**src/rtl/dac_tx.sv**
```systemverilog
// Serial DAC transmitter: saturates a signed fixed-point sample to +/-1.0, converts it
// to offset binary and shifts it out MSB-first on a SYNC_n/SCLK/DIN frame.
module dac_tx #(
  parameter int size       = 22,
  parameter int pf         = 14,
  parameter int mag        = 7,
  parameter int dac_bits   = 12,
  parameter int frame_bits = 16,
  parameter int clk_div    = 4
) (
  input  logic                  clk,
  input  logic                  rst,
  input  logic signed [size-1:0] y,
  input  logic                  start,
  output logic                  sclk,
  output logic                  sync_n,
  output logic                  din,
  output logic                  busy,
  output logic                  done,
  output logic                  overrun,
  output logic                  sat,
  output logic [dac_bits-1:0]   dac_code
);

  // state | meaning
  // IDLE  | waiting for a capture strobe
  // SHIFT | frame in flight, sync_n low, one SCLK period per bit
  // QUIET | sync_n high for clk_div cycles, done on the last one
  typedef enum logic [1:0] {IDLE, SHIFT, QUIET} state_t;

  localparam int cnt_w = (clk_div > 1) ? $clog2(clk_div) : 1;
  localparam int bit_w = $clog2(frame_bits + 1);
  localparam logic [cnt_w-1:0] div_reload = cnt_w'(clk_div - 1);
  localparam logic signed [size-1:0] pos_fs = size'((64'sd1 <<< pf) - 64'sd1);
  localparam logic signed [size-1:0] neg_fs = size'(-(64'sd1 <<< pf));

  if (size != 1 + mag + pf) begin : g_bad_format
    $error("dac_tx: size must equal 1 + mag + pf");
  end
  if (pf < dac_bits - 1) begin : g_bad_res
    $error("dac_tx: pf must be at least dac_bits-1");
  end

  state_t                state;
  logic [cnt_w-1:0]      div_cnt;
  logic [bit_w-1:0]      bits_left;
  logic [frame_bits-1:0] shreg;

  logic signed [size-1:0] clamped;
  logic                   clip;
  logic [dac_bits-1:0]    code_next;
  logic [frame_bits-1:0]  frame_word;
  logic                   accept;

  always_comb begin
    clamped = y;
    clip    = 1'b0;
    if (y > pos_fs) begin
      clamped = pos_fs;
      clip    = 1'b1;
    end else if (y < neg_fs) begin
      clamped = neg_fs;
      clip    = 1'b1;
    end
    // Dropping the low fraction bits truncates toward -inf; flipping the MSB gives offset binary.
    code_next = clamped[pf -: dac_bits];
    code_next[dac_bits-1] = ~code_next[dac_bits-1];
    frame_word = frame_bits'(code_next);
  end

  // The done cycle is the last QUIET cycle, so a strobe there starts the next frame with no gap.
  assign accept = start && (!busy || done);

  always_ff @(posedge clk) begin
    if (rst) begin
      state     <= IDLE;
      div_cnt   <= '0;
      bits_left <= '0;
      shreg     <= '0;
      sclk      <= 1'b1;
      sync_n    <= 1'b1;
      din       <= 1'b0;
      busy      <= 1'b0;
      done      <= 1'b0;
      overrun   <= 1'b0;
      sat       <= 1'b0;
      dac_code  <= '0;
    end else begin
      done    <= 1'b0;
      overrun <= start && busy && !done;
      if (accept) begin
        dac_code  <= code_next;
        sat       <= clip;
        shreg     <= frame_word;
        din       <= frame_word[frame_bits-1];
        sclk      <= 1'b1;
        sync_n    <= 1'b0;
        busy      <= 1'b1;
        div_cnt   <= div_reload;
        bits_left <= bit_w'(frame_bits - 1);
        state     <= SHIFT;
      end else begin
        case (state)
          SHIFT: begin
            if (div_cnt == '0) begin
              div_cnt <= div_reload;
              if (sclk) begin
                sclk <= 1'b0;
              end else if (bits_left == '0) begin
                state  <= QUIET;
                sync_n <= 1'b1;
                sclk   <= 1'b1;
                din    <= 1'b0;
                done   <= (clk_div == 1);
              end else begin
                sclk      <= 1'b1;
                shreg     <= shreg << 1;
                din       <= shreg[frame_bits-2];
                bits_left <= bits_left - 1'b1;
              end
            end else begin
              div_cnt <= div_cnt - 1'b1;
            end
          end
          QUIET: begin
            if (div_cnt == '0) begin
              state <= IDLE;
              busy  <= 1'b0;
            end else begin
              div_cnt <= div_cnt - 1'b1;
              if (div_cnt == cnt_w'(1)) done <= 1'b1;
            end
          end
          default: ;
        endcase
      end
    end
  end

endmodule

```
**config.mk**
```make
export PLATFORM = sky130hd
export DESIGN_NAME = dac_tx
export DESIGN_NICKNAME = d
export VERILOG_FILES = /design/src/rtl/dac_tx.sv
export SDC_FILE = /design/constraint.sdc
export NUM_CORES = 1
export LEC_CHECK = 0
export ABC_AREA = 1
export ABC_CLOCK_PERIOD_IN_PS = 1700
export BUFFER_PORTS_ARGS = -buffer_cell sky130_fd_sc_hd__clkbuf_2
export CORE_UTILIZATION = 30
export CTS_BUF_LIST = sky130_fd_sc_hd__clkbuf_8
export DETAILED_ROUTE_END_ITERATION = 7
export SETUP_SLACK_MARGIN = 0.05
export SLEW_MARGIN = 5
export SYNTH_ARGS = -nofsm -noshare
export SYNTH_HDL_FRONTEND = slang
export SYNTH_SLANG_ARGS = --single-unit
```
**constraint.sdc**
```tcl
create_clock -name clk -period 1.7 [get_ports clk]
set_clock_uncertainty 0.2 [all_clocks]
set_input_delay 0.34 -clock clk [delete_from_list [all_inputs] [get_ports clk]]
set_output_delay 0.34 -clock clk [all_outputs]
set_load 0.02 [all_outputs]
```
# Word-level counts from Yosys, hierarchy flattened
# Index checks and enable logic that the tools add are counted.
[word_totals]
ff_bits = 43
latch_bits = 0
mem_bits_rw = 0
rom_bits = 0
memories = 0
[classes]
n_addsub = 2
mul = 0
n_div = 0
n_lt_le_gt_ge = 2
eq_ne = 14
shift = 0
muxes = 35
bitwise = 4
reduce_logical = 25
[ops]
columns = ["operator", "n"]
rows = [
  ["$mux 12", 5],
  ["$mux 15", 2],
  ["$gt 22x15->1 const B", 1],
  ["$lt 22x15->1 const B", 1],
  ["$mux 4", 5],
  ["$ne 3x3->1 const B", 5],
  ["$mux 1", 14],
  ["$mux 2", 7],
  ["$reduce_and 4->1", 3],
  ["$ne 2x2->1 const B", 5],
  ["$reduce_and 5->1", 2],
  ["$reduce_bool 2->1", 5],
  ["$pmux 2 s2", 2],
  ["$reduce_and 2->1", 3],
  ["$logic_not 5->1", 1],
  ["$sub 5x1->5 const B", 1],
  ["$eq 2x1->1 const B", 2],
  ["$not 1->1", 4],
  ["$reduce_or 4->1", 1],
  ["$logic_and 1x1->1", 3],
  ["$reduce_and 3->1", 1],
  ["$reduce_bool 3->1", 1],
  ["$eq 2x2->1 const B", 1],
  ["$logic_not 1->1", 2],
  ["other kinds (5)", 5],
]

# Logic depth before layout (Yosys ltp)
[logic_depth]
depth_word = 6
ltp_mapped = 11
mapped_depth_nobuf = 10

# Worst setup path before layout
# No wires, ideal clock.
[synth_path]
path_kind = "register to register"
startpoint = "register div_cnt[0]"
endpoint = "register shreg[9]"
setup_ns = 0.109
t_arrival_ns = 1.294
t_required_ns = 1.391
path_slack_ns = 0.097
path_stages_with_launch = 12
n_path_buf = 2
path_cell_list = "dfxtp_1 inv_1 ha_1 nand2_2 nor2_4 nand2_2 buf_6 buf_8 o21ai_2 nand3_1 nand2_1 inv_1"
[synth_between]
elab_chain_cells = 3
[synth_rtl]
columns = ["item", "line", "text"]
rows = [
  ["start, declared", "45", "logic [cnt_w-1:0] div_cnt;"],
  ["start signal, assigned", "99", "div_cnt <= div_reload;"],
  ["start signal, assigned", "106", "div_cnt <= div_reload;"],
  ["start signal, assigned", "122", "div_cnt <= div_cnt - 1'b1;"],
  ["$logic_not 2->1", "105", "if (div_cnt == '0) begin"],
  ["$reduce_bool 2->1 (no line)", "-", ""],
  ["$reduce_and 4->1 (no line)", "-", ""],
  ["end signal, assigned", "94", "shreg <= frame_word;"],
  ["end signal, assigned", "117", "shreg <= shreg << 1;"],
  ["end, declared", "47", "logic [frame_bits-1:0] shreg;"],
]
# No other way between the ends.
# A chain may end at the register's enable or synchronous reset.

# Final worst setup path
[layout_path]
startpoint = "register div_cnt[0]"
endpoint = "register shreg[6]"
# The elaborated chain is that of the path after synthesis.

==> flow_metrics.py <==
metrics = {
    "timing": {
        "tns_ns": 0,
        "fmax_mhz": 620,
        "tightest_slew_ns": 0.315,
        "final-setup-viol-count": 0,
        "period_share_pct": 94.8,
        "slew_headroom_pct": 78.7,
        "min_period_ns": 1.61,
        "final_hold_viol_count": 0,
        "rsz0062_at_grt": "true",
        "drv_slew": 0,
    },
    "pwr": {
        "total_power_mw": 2.28,
        "p_per_area_mw_per_mm2": 874,
        "p_comb_share_pct": 21.7,
        "p_leak_nw": 1.36,
        "clkPwrFrac_pct": 28.7,
        "p_int_mw": 1.61,
        "switching_share_pct": 29.5,
        "seq_power_share_pct": 49.5,
        "max-vdd-ir-drop_mv": 0.360,
        "p_switching_mw": 0.672,
    },
    "setup_path": {
        "cp.required_ns": 1.70,
        "r2r_start": "div_cnt[0]",
        "critPathBufInv": 3,
        "worst-path-max-fanout": 7,
        "arrival_ns": 1.61,
        "timing.rr.end": "shreg[6]",
        "critPathTopFamily": "simple AND/OR/NAND/NOR gates",
        "crit_path_start_kind": "flop",
        "crit_chain": "inv_2 > ha_4 > nand2_4 > nor2_4 > nand2_4 > buf_12 > o21ai_2 > nand3_1 > nand2_1 > inv_1",
        "criticalPathCategory": "flop to flop",
        "worst-path-stages": 10,
        "slowest_stage": "dfxtp_2",
        "max_stage_delay_ns": 0.34,
        "endpoint_kind": "flop",
        "r2r_slack_ns": 0.09,
        "r2r_cells": 10,
        "crit_path_frequent_cell": "nand2_4",
    },
    "floorplan": {
        "die_h_um": 84.7,
        "fp.dieW_um": 84.7,
        "ios": 44,
        "row_count": 29,
        "core_area_mm2": 0.00649,
        "die_area_mm2": 0.00718,
        "initial_core_util_pct": 31.6,
    },
    "grt": {
        "antenna_found_initial": 0,
        "gr-usage-all-layers_pct": 13.3,
        "overflow": 0,
        "grt_pass1_vias": 1795,
        "grt_max_degree": 27,
        "grt_pass1_wl_um": 7920,
    },
    "clocking": {
        "cts.sinks": 43,
        "clk_latency_ns": 0.29,
        "hold_buffers": 0,
        "clkTransAtPathRegs_ns": 0.08,
        "cts_tree": "done",
        "cts_root_buf": "clkbuf_8",
        "h-tree-depth": 2,
        "ctsLongestPathBuffers": 2,
        "numCtsBuffers": 5,
    },
    "status": {
        "outcome": "finished clean",
    },
    "hold_path": {
        "worstHoldPathType": "input pin to flop",
        "min_path_cells": 3,
        "hold_start": "start",
        "worstHoldEndpoint": "overrun",
    },
    "finish": {
        "nNetsFinal": 376,
        "drive_above_1_share_pct": 27.7,
        "post-route-util_pct": 40.1,
        "syn2layout_area_growth_pct": 27.0,
        "fin_area_mm2": 0.00261,
        "antennaDiodeCount": 0,
    },
    "drt": {
        "firstDrtPassIters": 4,
        "drt_iter0_drc": 60,
        "wirelength_um": 4640,
        "drc_errors": 0,
        "wire_per_inst_um": 10.9,
        "viasPerCell": 4.53,
        "dr_total_vias": 1921,
        "ant_nets": 0,
    },
    "logic_synthesis": {
        "syn-instance-count": 292,
        "syn_area_mm2": 0.00205,
        "synth_warnings": 0,
        "synth_nets": 321,
        "syn_area_per_cell_um2": 7.03,
        "synth.distinct_cells": 29,
        "yosysSeqAreaShare_pct": 41.9,
        "ys_ff_latch": 43,
    },
    "placement": {
        "gp_congestion": 0.772,
        "numPortBuffers": 40,
        "place_hpwl_um": 3230,
        "dpl_cell_area_mm2": 0.00237,
    },
    "run": {
        "timing.max_cap.violations": 0,
    },
}
## layer usage
metal,routed length (um),part of all wire [%],track usage (%)
met1,2130,46,16.3
met2,2340,50,24.0
met3,142,3.1,2.65
met4,34,0.73,3.24
met5,0,0,0
## worst reg2reg max path: stages (launching register included)
cell and delay (ns):
dfxtp_2 0.34, inv_2 0.08, ha_4 0.16, nand2_4 0.06, nor2_4 0.13, nand2_4 0.11
buf_12 0.16, o21ai_2 0.10, nand3_1 0.07, nand2_1 0.08, inv_1 0.04
## power groups by stage
stage | clock, mW | sequential [mW] | combinational, mW
CTS | 0.684 | 1.12 | 0.452
finish | 0.655 | 1.13 | 0.495
detailed placement | 0 | 1.15 | 0.444
floorplan | 0 | 1.18 | 0.268
global placement | 0 | 1.15 | 0.440
global route | 0.722 | 1.14 | 0.558
## cells in the final DEF, fill, tap and decap left out, types with 2 or more instances in the layout
| cell type | count |
|---|---|
| inv_1 | 32 |
| buf_4 | 17 |
| nand2_2 | 2 |
| o21ai_2 | 7 |
| clkbuf_8 | 6 |
| dfxtp_1 | 42 |
| inv_2 | 4 |
| or2_2 | 2 |
| o21ai_1 | 7 |
| ha_1 | 2 |
| nand3_1 | 27 |
| nand2_1 | 75 |
| nor3_1 | 3 |
| clkbuf_2 | 40 |
| a21oi_1 | 11 |
| nor2_1 | 24 |
| nor2_4 | 2 |
| o21ai_0 | 23 |
| nand2_4 | 5 |
## flip-flops by register name, indices dropped and copies added (netlist names)
signal / count
shreg: 15
dac_code: 12
bits_left: 5
div_cnt: 2
state: 2
busy: 1
din: 1
done: 1
overrun: 1
sat: 1
sclk: 1
sync_n: 1
## repair_timing
action / 4_1_cts / 5_1_grt
resized for setup: 8 / 25
setup endpoints to repair: 12 / 25
buffers inserted: 0 / 6
pin swaps: 1 / 7
gates cloned: 0 / 1
## synth_stat cells, drive strengths merged
cell type | instances | share of area, %
nor3 | 3 | 0.73
nand2 | 83 | 17
a211oi | 1 | 0.37
nand3 | 28 | 7.4
and3 | 1 | 0.37
o31ai | 1 | 0.37
dfxtp | 43 | 42
or2 | 2 | 0.61
buf | 8 | 3.3
o21a | 1 | 0.37
inv | 38 | 6.9
nand4 | 1 | 0.30
o21ai | 37 | 9.2
a21oi | 11 | 2.7
nor2 | 26 | 5.5
clkbuf | 3 | 0.61
nor3b | 1 | 0.37
ha | 4 | 2.4
## metrics by stage
step,cells,setup slack (ns),hold slack [ns]
after global placement,410,-0.0367,0.239
after detailed placement,410,-0.0550,0.239
after global routing,424,-0.0257,0.101
after CTS,417,0.0444,0.0884
after floorplan,292,0.0969,0.239
final,424,0.0881,0.0963
## cells by family after synthesis
kind of cell	after synthesis	share of synthesized area, %
simple gates	145	31.8
compound gates	51	13.0
buf+inv	49	10.8
flops	43	41.9
fa+ha+maj	4	2.44
## cell type report
type,instances,area (um2)
Fill cell,675,3890
Sequential cell,43,862
Inverter,38,150
Tap cell,77,96.3
Multi-Input combinational cell,200,1040
Timing Repair Buffer,59,373
Clock buffer,6,82.6
Clock inverter,1,5.00
## worst max path at each step
| stage | from | to | slack (ns) |
|---|---|---|---|
| finish | div_cnt[0] | shreg[6] | 0.09 |
| global route | div_cnt[0] | shreg[1] | -0.03 |
| CTS | div_cnt[0] | shreg[5] | 0.04 |
| detailed placement | div_cnt[0] | shreg[9] | -0.05 |
| global placement | div_cnt[0] | shreg[1] | -0.04 |
| floorplan | div_cnt[0] | shreg[9] | 0.1 |
No activity file was read; power rests on OpenSTA's default activity.
